===== src/rtl/crossbar_cfg_writer.sv =====
// Producer of the event crossbar select table: route writes land in a shadow
// table that is copied atomically to the active table (cfg_o) on commit.
module crossbar_cfg_writer #(
    parameter  int N_IN       = 32,
    parameter  int N_OUT      = 24,
    localparam int N_BITS_CFG = $clog2(N_IN),
    localparam int N_BITS_OUT = $clog2(N_OUT)
) (
    input  logic                        clk_i,
    input  logic                        rst_i,
    input  logic                        wr_valid_i,
    output logic                        wr_ready_o,
    input  logic [N_BITS_OUT-1:0]       wr_out_i,
    input  logic [N_BITS_CFG-1:0]       wr_in_i,
    input  logic                        commit_i,
    input  logic                        clear_i,
    output logic                        busy_o,
    output logic                        err_o,
    output logic [7:0]                  commit_cnt_o,
    input  logic [N_BITS_OUT-1:0]       rd_out_i,
    output logic [N_BITS_CFG-1:0]       rd_data_o,
    output logic [N_OUT*N_BITS_CFG-1:0] cfg_o
);

    typedef enum logic [1:0] {IDLE, CLEAR, COMMIT} state_t;

    state_t                  state;
    state_t                  state_next;
    logic [N_BITS_CFG-1:0]   shadow [N_OUT];
    logic [N_BITS_CFG-1:0]   active [N_OUT];
    logic [N_BITS_OUT-1:0]   idx;
    logic                    err;
    logic [7:0]              commit_cnt;
    logic [N_BITS_CFG-1:0]   rd_data;
    logic                    wr_fire;
    logic                    wr_legal;
    logic                    rd_legal;

    always_comb begin
        state_next = state;
        wr_ready_o = 1'b0;
        case (state)
            IDLE: begin
                wr_ready_o = !clear_i && !commit_i;
                if (clear_i)
                    state_next = CLEAR;
                else if (commit_i)
                    state_next = COMMIT;
            end
            CLEAR: begin
                if (idx == N_BITS_OUT'(N_OUT - 1))
                    state_next = IDLE;
            end
            COMMIT:  state_next = IDLE;
            default: state_next = IDLE;
        endcase
    end

    assign wr_fire  = wr_valid_i && wr_ready_o;
    assign wr_legal = (32'(wr_out_i) < 32'(N_OUT)) && (32'(wr_in_i) < 32'(N_IN));
    assign rd_legal = 32'(rd_out_i) < 32'(N_OUT);

    always_ff @(posedge clk_i) begin
        if (rst_i) begin
            state      <= IDLE;
            idx        <= '0;
            err        <= 1'b0;
            commit_cnt <= '0;
            rd_data    <= '0;
            for (int unsigned k = 0; k < N_OUT; k++) begin
                shadow[k] <= '0;
                active[k] <= '0;
            end
        end else begin
            state   <= state_next;
            rd_data <= rd_legal ? shadow[rd_out_i] : '0;
            case (state)
                IDLE: begin
                    if (clear_i) begin
                        idx <= '0;
                        err <= 1'b0;
                    end else if (wr_fire) begin
                        // Illegal writes still handshake; they only raise the sticky flag.
                        if (wr_legal)
                            shadow[wr_out_i] <= wr_in_i;
                        else
                            err <= 1'b1;
                    end
                end
                CLEAR: begin
                    shadow[idx] <= '0;
                    idx         <= idx + N_BITS_OUT'(1);
                end
                COMMIT: begin
                    for (int unsigned k = 0; k < N_OUT; k++)
                        active[k] <= shadow[k];
                    commit_cnt <= commit_cnt + 8'd1;
                end
                default: ;
            endcase
        end
    end

    always_comb begin
        cfg_o = '0;
        for (int unsigned k = 0; k < N_OUT; k++)
            cfg_o[k*N_BITS_CFG +: N_BITS_CFG] = active[k];
    end

    assign busy_o       = (state != IDLE);
    assign err_o        = err;
    assign commit_cnt_o = commit_cnt;
    assign rd_data_o    = rd_data;

endmodule


===== config.mk =====
export PLATFORM = sky130hd
export DESIGN_NAME = crossbar_cfg_writer
export DESIGN_NICKNAME = d
export VERILOG_FILES = /design/src/rtl/crossbar_cfg_writer.sv
export SDC_FILE = /design/constraint.sdc
export NUM_CORES = 1
export LEC_CHECK = 0
export BUFFER_PORTS_ARGS = -buffer_cell sky130_fd_sc_hd__buf_2
export CAP_MARGIN = 0
export CORE_AREA = 2 2 204 226
export DETAILED_ROUTE_END_ITERATION = 12
export DIE_AREA = 0 0 206 228
export PLACE_DENSITY = 0.5
export SETUP_SLACK_MARGIN = 0.15
export SLEW_MARGIN = 5
export SYNTH_ARGS = -nofsm -noshare
export SYNTH_HDL_FRONTEND = slang
export SYNTH_SLANG_ARGS = --single-unit

===== constraint.sdc =====
create_clock -name clk_i -period 6.9 [get_ports clk_i]
set_input_delay 0 -clock clk_i [delete_from_list [all_inputs] [get_ports clk_i]]
set_output_delay 0 -clock clk_i [all_outputs]
set_load 0.02 [all_outputs]

==> run_results.csv <==
group,metric,value,unit
synth,syn_inst,797,
die,placementRows,82,
sta,finalMaxSlewViolations,0,
grt,grt_use_met2,22.3,%
clock_network,clockRootBuffer,"clkbuf_16",
worst_setup_path,r2r_cells,3,
final_layout,layout.nets,960,
place,dpl_worst_slack,4.25,ns
drt,drt_iter0_drc,677,
worst_setup_path,cp.arrival,2.78,ns
place,dp_hpwl,22400,um
worst_setup_path,end_kind,"flip-flop",
clock_network,cts_setup_buffers,0,
pwr,p_total,3.71,mW
clock_network,cts_tree,"yes",
sta,fin_skew,0.0112,ns
drt,ant_nets,0,
synth,yosysMostFrequentCell,"edfxtp_1",
grt,grtUsageTotal,13.1,%
drt,finalWirelength,31500,um
grt,grt_overflow_total,0,
synth,yosys.area.top_type_share,65.3,%
clock_network,clock-sinks,261,
die,die_width,206,um
sta,period_share,37.7,%
drt,via_per_inst,4.46,
final_layout,area_growth_syn_to_layout,21.4,%
synth,synth-main-ff-cell,"edfxtp_1",
synth,synth_top_cells_by_count,"edfxtp_1 (240), nor2_1 (142), and3_1 (93)",
pwr,leakagePower,5.16,nW
grt,grt_pass1_vias,6934,
worst_setup_path,r2r-start,"state[1]",
worst_setup_path,worstPathRequired,7.08,ns
worst_setup_path,startpoint,"state[1]",
synth,async_flop_share,0,%
grt,grt_first_pass_wirelength,45500,um
synth,synth-edff-count,240,
sta,hold_violations,0,
pwr,ir_drop,0.188,mV
pwr,p_per_area,277,nW/um2
synth,synthDistinctLibCells,52,
grt,use_met3,2.17,%
run_status,outcome,"complete, no violations",
sta,fmax,385,MHz
die,start_util,24.6,%
clock_network,numCtsBuffers,28,
drt,wl_per_cell,20.3,um
die,die_h,228,um
synth,synth_largest_area_cell,"edfxtp_1",
drt,vias,6897,
synth,synth_warnings,0,
sta,maxSlewHeadroom,30.9,%
drt,drc_errors,0,
place,portBuffers,155,
sta,setup_slack,4.30,ns
clock_network,h-tree-depth,1,
drt,dr.pass1.iters,5,
clock_network,cts_resized,0,
synth,synth-seq-cells,261,
clock_network,clk_pin_slew,0.06,ns
worst_setup_path,crit_type,"reg -> reg",
grt,use_met1,16.9,%
synth,synth_nets,819,
worst_setup_path,crit_fanout,73,
grt,grt_start_max_net_pins,117,
run,cap_violations,0,
grt,antenna_found_initial,4,
synth,yosysSeqAreaShare,69.1,%
place,gp_congestion,0.789,
die,fp.dieArea,47000,um2
clock_network,cts_hold_buf,7,
clock_network,clock_latency,0.55,ns
sta,fin_tns_setup,0,ns
sta,rsz0062_at_grt,"no",
final_layout,drive_gt1_share,26.5,%
grt,top_usage_layer,"met2",
min_path,hp-start,"rd_out_i[4]",
clock_network,ctsLongestPathBuffers,3,
min_path,hold_class,"in -> reg",
die,core,44900,um2
sta,fin_crit,2.60,ns
synth,synthesis.area,11000,um2
die,io_pins,156,
worst_setup_path,cp-start-kind,"flip-flop",
sta,worst_pin_slew,1.04,ns
synth,postSynthAreaPerCell,13.8,um2
sta,final-setup-viol-count,0,
synth,synthTopCellsByArea,"edfxtp_1 (65%), and3_1 (5.3%), mux4_2 (5.1%), nor2_1 (4.8%), dfxtp_1 (3.8%)",
min_path,whs_path_depth,4,
==> worst max-delay path, cell delays in order (launching register included) <==
cell and delay [ns]:
dfxtp_1 0.52, nand2b_1 0.25, nand2_4 0.53, buf_4 0.80
==> cells by family (layout without fill, tap and decap cells) <==
| logic type | count (synthesis) | after routing | share of synthesized area, % |
|---|---|---|---|
| buffers and inverters | 66 | 228 | 2.83 |
| DFF | 261 | 261 | 69.1 |
| xor gates and xnor gates | 6 | 6 | 0.476 |
| muxes | 49 | 49 | 7.42 |
| and+or+nand+nor | 345 | 345 | 15.7 |
| other | 0 | 1 | 0 |
| adders and majority gates | 2 | 2 | 0.227 |
| AOI/OAI and AO/OA | 68 | 68 | 4.20 |
==> flip-flops by register name, indices dropped and copies added (netlist names) <==
| name | cells |
|---|---|
| active | 120 |
| idx | 5 |
| rd_data_o | 5 |
| err_o | 1 |
| shadow | 120 |
| commit_cnt_o | 8 |
| state | 2 |
==> metal layers <==
metal / vias to the layer above / share of wire, %
li1: 3217 / -
met1: 3387 / 43
met2: 233 / 49
met3: 54 / 5.6
met4: 6 / 2.3
met5: - / 0.13
==> report_power, final <==
part	total [mW]	switching, mW	internal (mW)
logic	0.288	0.196	0.0914
registers	1.85	0.0453	1.81
clock network	1.57	0.618	0.951
total	3.71	0.859	2.85
==> through the flow <==
stage / utilization (%) / hold slack (ns) / area, um2 / cells
CTS: 29.8 / 0.00289 / 13400 / 1547
floorplan: - / 0.0514 / 11000 / 797
global route: 29.8 / 0.0262 / 13400 / 1548
finish: 29.8 / 0.0258 / 13400 / 1548
detailed placement: 27.5 / 0.237 / 12400 / 1489
global placement: 27.5 / 0.234 / 12400 / 1489
==> final timing paths <==
check / endpoint / slack, ns
setup / recovery: active[0][0] / 4.30
hold / removal: rd_data_o[4] / 0.03
setup reg to reg: active[0][0] / 4.30
hold reg to reg: err_o / 0.50
==> cell usage in the layout, fill, tap and decap left out, drive strengths merged, types with 3 or more instances in the layout <==
master         n
buf          164
xor2           3
dfxtp         21
nor2         142
dlygate4sd3    7
a31oi          6
nand2         41
and3          93
clkbuf        34
nand4          6
clkinv        10
mux4          25
a21boi        16
nand2b         5
nand3          5
nor3b          3
nor2b         35
a22oi          7
xnor2          3
o21ai          4
a21oi         21
bufinv         5
edfxtp       240
mux2i         18
nor3           5
mux2           6
inv            6
==> final cells by class <==
class | count | area (um2)
flip-flops and latches | 261 | 7630
clock inverters | 17 | 214
fillers | 4573 | 31500
inverters | 6 | 22.5
multi-input cells | 470 | 3140
clock buffers | 34 | 744
repair buffers | 171 | 913
diodes | 1 | 2.50
well taps | 588 | 736
Power figures use the tool's default switching activity.
